## src/rtl/wide_subadd_sequencer_if.sv

```systemverilog
// Bundle of the operand/result handshakes and the 16-bit adder slice port
// shared between the wide add/sub sequencer and its environment.
interface wide_subadd_sequencer_if #(parameter int WIDTH = 64);
  logic             in_valid;
  logic             in_ready;
  logic [WIDTH-1:0] in_a;
  logic [WIDTH-1:0] in_b;
  logic             in_sub;
  logic             out_valid;
  logic             out_ready;
  logic [WIDTH-1:0] out_sum;
  logic             out_cout;
  logic             out_ovf;
  logic             busy;
  logic [15:0]      add_x1;
  logic [15:0]      add_x2;
  logic             add_cin;
  logic [15:0]      add_s;
  logic             add_p;
  logic             add_g;

  modport slave (
    input  in_valid, in_a, in_b, in_sub, out_ready, add_s, add_p, add_g,
    output in_ready, out_valid, out_sum, out_cout, out_ovf, busy,
           add_x1, add_x2, add_cin
  );

  modport master (
    output in_valid, in_a, in_b, in_sub, out_ready, add_s, add_p, add_g,
    input  in_ready, out_valid, out_sum, out_cout, out_ovf, busy,
           add_x1, add_x2, add_cin
  );
endinterface

```

## src/rtl/wide_subadd_sequencer.sv

```systemverilog
// Sequences a WIDTH-bit add/subtract through an external 16-bit adder, one
// slice per cycle, rippling the carry via the adder's group propagate/generate.
module wide_subadd_sequencer #(
  parameter int WIDTH = 64
) (
  input  logic                   clk,
  input  logic                   rst_n,
  wide_subadd_sequencer_if.slave bus
);
  localparam int NSLICE = WIDTH / 16;
  localparam int IDXW   = (NSLICE > 1) ? $clog2(NSLICE) : 1;
  localparam logic [IDXW-1:0] LAST = IDXW'(NSLICE - 1);

  typedef enum logic [1:0] {IDLE, RUN, DONE} state_t;

  state_t           state;
  state_t           state_nxt;
  logic [IDXW-1:0]  idx;
  logic [WIDTH-1:0] a_reg;
  logic [WIDTH-1:0] b_reg;
  logic [WIDTH-1:0] sum_reg;
  logic             carry;
  logic             cout_reg;
  logic             ovf_reg;
  logic             carry_nxt;

  assign carry_nxt = bus.add_g | (bus.add_p & carry);

  always_ff @(posedge clk or negedge rst_n) begin
    if (!rst_n) state <= IDLE;
    else        state <= state_nxt;
  end

  // Adder inputs are gated to zero outside RUN so the slice adder stays quiet.
  always_comb begin
    state_nxt     = state;
    bus.in_ready  = 1'b0;
    bus.out_valid = 1'b0;
    bus.busy      = 1'b0;
    bus.add_x1    = 16'h0;
    bus.add_x2    = 16'h0;
    bus.add_cin   = 1'b0;
    case (state)
      IDLE: begin
        bus.in_ready = 1'b1;
        if (bus.in_valid) state_nxt = RUN;
      end
      RUN: begin
        bus.busy    = 1'b1;
        bus.add_x1  = a_reg[16*idx +: 16];
        bus.add_x2  = b_reg[16*idx +: 16];
        bus.add_cin = carry;
        if (idx == LAST) state_nxt = DONE;
      end
      DONE: begin
        bus.busy      = 1'b1;
        bus.out_valid = 1'b1;
        if (bus.out_ready) state_nxt = IDLE;
      end
      default: state_nxt = IDLE;
    endcase
  end

  // Subtraction is folded in at capture: B is inverted and the carry seeded with 1.
  always_ff @(posedge clk or negedge rst_n) begin
    if (!rst_n) begin
      idx      <= '0;
      a_reg    <= '0;
      b_reg    <= '0;
      sum_reg  <= '0;
      carry    <= 1'b0;
      cout_reg <= 1'b0;
      ovf_reg  <= 1'b0;
    end else if (state == IDLE) begin
      if (bus.in_valid) begin
        a_reg <= bus.in_a;
        b_reg <= bus.in_sub ? ~bus.in_b : bus.in_b;
        idx   <= '0;
        carry <= bus.in_sub;
      end
    end else if (state == RUN) begin
      sum_reg[16*idx +: 16] <= bus.add_s;
      carry                 <= carry_nxt;
      if (idx == LAST) begin
        idx      <= '0;
        cout_reg <= carry_nxt;
        ovf_reg  <= (a_reg[WIDTH-1] == b_reg[WIDTH-1]) &
                    (bus.add_s[15] != a_reg[WIDTH-1]);
      end else begin
        idx <= idx + 1'b1;
      end
    end
  end

  assign bus.out_sum  = sum_reg;
  assign bus.out_cout = cout_reg;
  assign bus.out_ovf  = ovf_reg;
endmodule
```

## src/flat_wrapper.sv

```systemverilog
// flat-port wrapper written by rule: the top's interface ports become plain ports
module wide_subadd_sequencer_flat 
#(
  parameter int WIDTH = 64
)
  (clk, rst_n, bus_in_valid, bus_in_a, bus_in_b, bus_in_sub, bus_out_ready, bus_add_s, bus_add_p, bus_add_g, bus_in_ready, bus_out_valid, bus_out_sum, bus_out_cout, bus_out_ovf, bus_busy, bus_add_x1, bus_add_x2, bus_add_cin);
  wide_subadd_sequencer_if #(.WIDTH(WIDTH)) bus_i ();
  input  logic clk;
  input  logic rst_n;
  input wire logic [$bits(bus_i.in_valid)-1:0] bus_in_valid;
  input wire logic [$bits(bus_i.in_a)-1:0] bus_in_a;
  input wire logic [$bits(bus_i.in_b)-1:0] bus_in_b;
  input wire logic [$bits(bus_i.in_sub)-1:0] bus_in_sub;
  input wire logic [$bits(bus_i.out_ready)-1:0] bus_out_ready;
  input wire logic [$bits(bus_i.add_s)-1:0] bus_add_s;
  input wire logic [$bits(bus_i.add_p)-1:0] bus_add_p;
  input wire logic [$bits(bus_i.add_g)-1:0] bus_add_g;
  output wire logic [$bits(bus_i.in_ready)-1:0] bus_in_ready;
  output wire logic [$bits(bus_i.out_valid)-1:0] bus_out_valid;
  output wire logic [$bits(bus_i.out_sum)-1:0] bus_out_sum;
  output wire logic [$bits(bus_i.out_cout)-1:0] bus_out_cout;
  output wire logic [$bits(bus_i.out_ovf)-1:0] bus_out_ovf;
  output wire logic [$bits(bus_i.busy)-1:0] bus_busy;
  output wire logic [$bits(bus_i.add_x1)-1:0] bus_add_x1;
  output wire logic [$bits(bus_i.add_x2)-1:0] bus_add_x2;
  output wire logic [$bits(bus_i.add_cin)-1:0] bus_add_cin;
  assign bus_i.in_valid = bus_in_valid;
  assign bus_i.in_a = bus_in_a;
  assign bus_i.in_b = bus_in_b;
  assign bus_i.in_sub = bus_in_sub;
  assign bus_i.out_ready = bus_out_ready;
  assign bus_i.add_s = bus_add_s;
  assign bus_i.add_p = bus_add_p;
  assign bus_i.add_g = bus_add_g;
  assign bus_in_ready = bus_i.in_ready;
  assign bus_out_valid = bus_i.out_valid;
  assign bus_out_sum = bus_i.out_sum;
  assign bus_out_cout = bus_i.out_cout;
  assign bus_out_ovf = bus_i.out_ovf;
  assign bus_busy = bus_i.busy;
  assign bus_add_x1 = bus_i.add_x1;
  assign bus_add_x2 = bus_i.add_x2;
  assign bus_add_cin = bus_i.add_cin;
  wide_subadd_sequencer #(.WIDTH(WIDTH)) u_core (.clk(clk), .rst_n(rst_n), .bus(bus_i));
endmodule
```

## config.mk

```make
export PLATFORM = sky130hd
export DESIGN_NAME = wide_subadd_sequencer_flat
export DESIGN_NICKNAME = d
export VERILOG_FILES = /design/src/rtl/wide_subadd_sequencer_if.sv /design/src/rtl/wide_subadd_sequencer.sv /design/src/flat_wrapper.sv
export SDC_FILE = /design/constraint.sdc
export NUM_CORES = 1
export LEC_CHECK = 0
export ABC_AREA = 1
export BUFFER_PORTS_ARGS = -buffer_cell sky130_fd_sc_hd__buf_2
export CORE_MARGIN = 2
export CORE_UTILIZATION = 54
export DETAILED_ROUTE_END_ITERATION = 8
export GPL_TIMING_DRIVEN = 1
export PLACE_DENSITY_LB_ADDON = 0.1
export SYNTH_ARGS = -nofsm -noshare
export SYNTH_HDL_FRONTEND = slang
export SYNTH_SLANG_ARGS = --single-unit
export TNS_END_PERCENT = 5
```

## constraint.sdc

```tcl
create_clock -name clk -period 2.3 [get_ports clk]
set_input_delay 0.69 -clock clk [delete_from_list [all_inputs] [get_ports clk]]
set_output_delay 0.69 -clock clk [all_outputs]
set_load 0.1 [all_outputs]
```

==> metrics.md <==
| Metric | Value |
|---|---|
| Cell area after layout | 12900 um2 |
| Post-Synthesis Cells | 1215 |
| Yosys top cell by area | dfrtp_1 |
| Most common cell in the synthesized netlist | nand2_1 |
| Post-synth cell types | 25 |
| Critical Path Start | u_core.idx[0] |
| Routability Congestion | 0.873 |
| Initial antenna violation count | 7 |
| Area after DPL | 12100 um2 |
| GRT Residual Overflow | 0 |
| Place WS | 0.231 ns |
| RR Startpoint | u_core.idx[0] |
| Status | finished with violations |
| Final Routed Wirelength | 26.9 mm |
| Synth cell count leaders | nand2_1 (384), dfrtp_1 (199), inv_1 (156) |
| Crit path max fanout | 24 |
| Vias in the first global route | 8361 |
| FMAX | 0.402 GHz |
| Die Area | 19400 um2 |
| Ys flop type | dfrtp_1 |
| Area contributors post-synth | dfrtp_1 (50%), nand2_1 (15%), inv_1 (5.9%) |
| DP Wirelength | 18.6 mm |
| Initial Utilization | 55.0% |
| Clk slew on worst S/H paths | 0.08 ns |
| Starting DRT DRC Count | 575 |
| Width of the die | 139 um |
| Layout Nets | 1597 |
| Crit path kind | register to output port |
| Wire length per cell | 16.0 um |
| Post-synth EDFFs | 0 |
| VDD IR max | 1320 uV |
| Path depth of the worst reg2reg path | 7 |
| Mapped cell area | 9870 um2 |
| # H-tree levels | 4 |
| Maximum clock insertion buffer count | 2 |
| Clock power frac | 13.4% |
| CTS tree | done |
| Violated checks | negative setup slack |
| Synthesized area per cell | 8.13 um2 |
| Syn nets | 1375 |
| Power Density | 1700 nW/um2 |
| Slew Viols, Final | 0 |
| Final period utilization | 108% |
| Lkg Pwr | 0.00646 uW |
| Core Area | 18000 um2 |
| Clock skew | 0.00922 ns |
| # clock sinks | 199 |
| Share of cells above drive strength 1 | 26.6% |
| Ys Warns | 0 |
| Combinational share of power | 60.4% |
| # setup viols final | 32 |
| Sequential share of the synthesized area | 50.4% |
| Root Driver | clkbuf_16 |
| Area share of the largest cell type after synthesis | 50.4% |
| RSZ-0062 raised after global routing | yes |
| Number of synthesized register bits | 199 |
| Final ANT Viol Nets | 0 |
| Hold_buf cts | 0 |
| Area growth from synthesis to layout | 31.0% |
| Vias post-DR | 8659 |
| Critical Path AT | 1.79 ns |
| Total of max-cap violations | 0 |
| Die outline height | 139 um |
| Crit path required time | 1.61 ns |
| Slew Limit Headroom | 65.3% |
| All-Layer GR Usage | 27.3% |
| Final worst path period need | 2.48 ns |
| Flop pwr share | 26.2% |
| First-pass GRT wire length | 42.3 mm |
| Fin Hold WS | 0.174 ns |
| Setup ws final | -0.185 ns |
| Min-delay worst type | input port to asynchronous set/reset pin |
| Internal Power | 10100 uW |
| Post-CTS setup buffers | 0 |
| Top-Level Pins | 253 |
| Pre-antenna DRT Iters | 5 |
| Crit. End Element | output port |
| Setup TNS | -5.06 ns |
| Sw Ratio | 53.9% |
| Final Hold Fails | 0 |
| CTS Buf Count | 17 |
| DR vias/cell | 5.14 |
| Measured slew at the worst slew-check pin | 0.520 ns |
| Largest net degree at the start of global routing | 132 |
| Site Rows | 49 |
| Net Switching | 11800 uW |
| Post-route DRC violation count | 0 |
| Worst Setup Start Kind | register |
| Overall power | 21900 uW |
| Async SR Flop Fraction | 100% |
| PortBufs | 252 |
| Clock latency on the worst-skew pair | 0.43 ns |
==> metrics by stage <==
| step | instances | utilization, % |
|---|---|---|
| floorplan | 1215 | - |
| global placement | 1645 | 67.5 |
| detailed placement | 1645 | 67.5 |
| CTS | 1677 | 70.8 |
| global route | 1682 | 72.0 |
| finish | 1685 | 72.0 |
==> cell usage in the layout (no fill, tap or decap), types with 4 or more instances in the layout <==
cell,instances
nand2_2,6
a21oi_4,30
nand2_1,380
xnor2_1,64
nand3_1,61
o21ai_1,96
inv_6,4
nand3_2,26
dfrtp_1,198
buf_2,215
inv_2,4
nor2_1,14
ha_1,8
clkbuf_16,19
inv_1,153
o21ai_0,86
buf_12,46
buf_4,11
diode_2,6
==> layer usage <==
layer / GRT usage, % / wire length (um) / up-vias
met5: 0 / 20 / -
met4: 10.5 / 849 / 4
met3: 6.88 / 1750 / 54
met2: 44.8 / 13100 / 286
met1: 35.2 / 11200 / 4076
li1: - / - / 4239
==> final cells by class <==
class | count | area, um2
Fill cell | 1377 | 5030
Sequential cell | 199 | 4980
Multi-Input combinational cell | 782 | 4280
Timing Repair Buffer | 277 | 2180
Inverter | 160 | 609
Clock buffer | 19 | 443
Tap cell | 229 | 287
Clock inverter | 13 | 134
Antenna cell | 6 | 15.0
==> cells by family after synthesis <==
family                   Yosys count  share of synthesized area, %
AND/OR/NAND/NOR                  493                          20.7
buffers and inverters            234                          11.1
AO/OA/AOI/OAI                    216                          11.0
flip-flops                       199                          50.4
XOR/XNOR                          64                          5.68
adder cells (fa/ha/maj)            9                          1.14
==> critical path: stages (launching register included) <==
cell     delay [ns]
dfrtp_4        0.54
buf_16         0.20
nand2_2        0.12
nand3_1        0.13
a21oi_4        0.18
buf_12         0.19
==> path summary, 6_finish.rpt <==
check                                         end  slack [ns]
hold / removal             u_core.bus.out_sum[54]        0.17
max in group asynchronous        u_core.a_reg[61]        1.45
setup reg to reg            u_core.bus.out_sum[3]        0.29
hold reg to reg             u_core.bus.out_sum[1]        0.47
setup / recovery                    bus_add_x2[6]       -0.18
min in group clk                 u_core.a_reg[23]        0.46
==> power groups by stage <==
stage                     Sequential, uW  Clock [uW]  Combinational (uW)
final                               5750        2950               13200
after global routing                5900        3160               14100
after CTS                           5710        3000               13000
after detailed placement            5770           0               12900
after global placement              5710           0               12800
after floorplan                     8600           0                6860
==> what timing repair did <==
action | 4_1_cts | 5_1_grt
gates resized for setup | 6 | 34
pin swaps | 1 | 12
endpoints found under the setup margin | 34 | 33
gates cloned | 0 | 2
No activity file was read; power rests on OpenSTA's default activity.
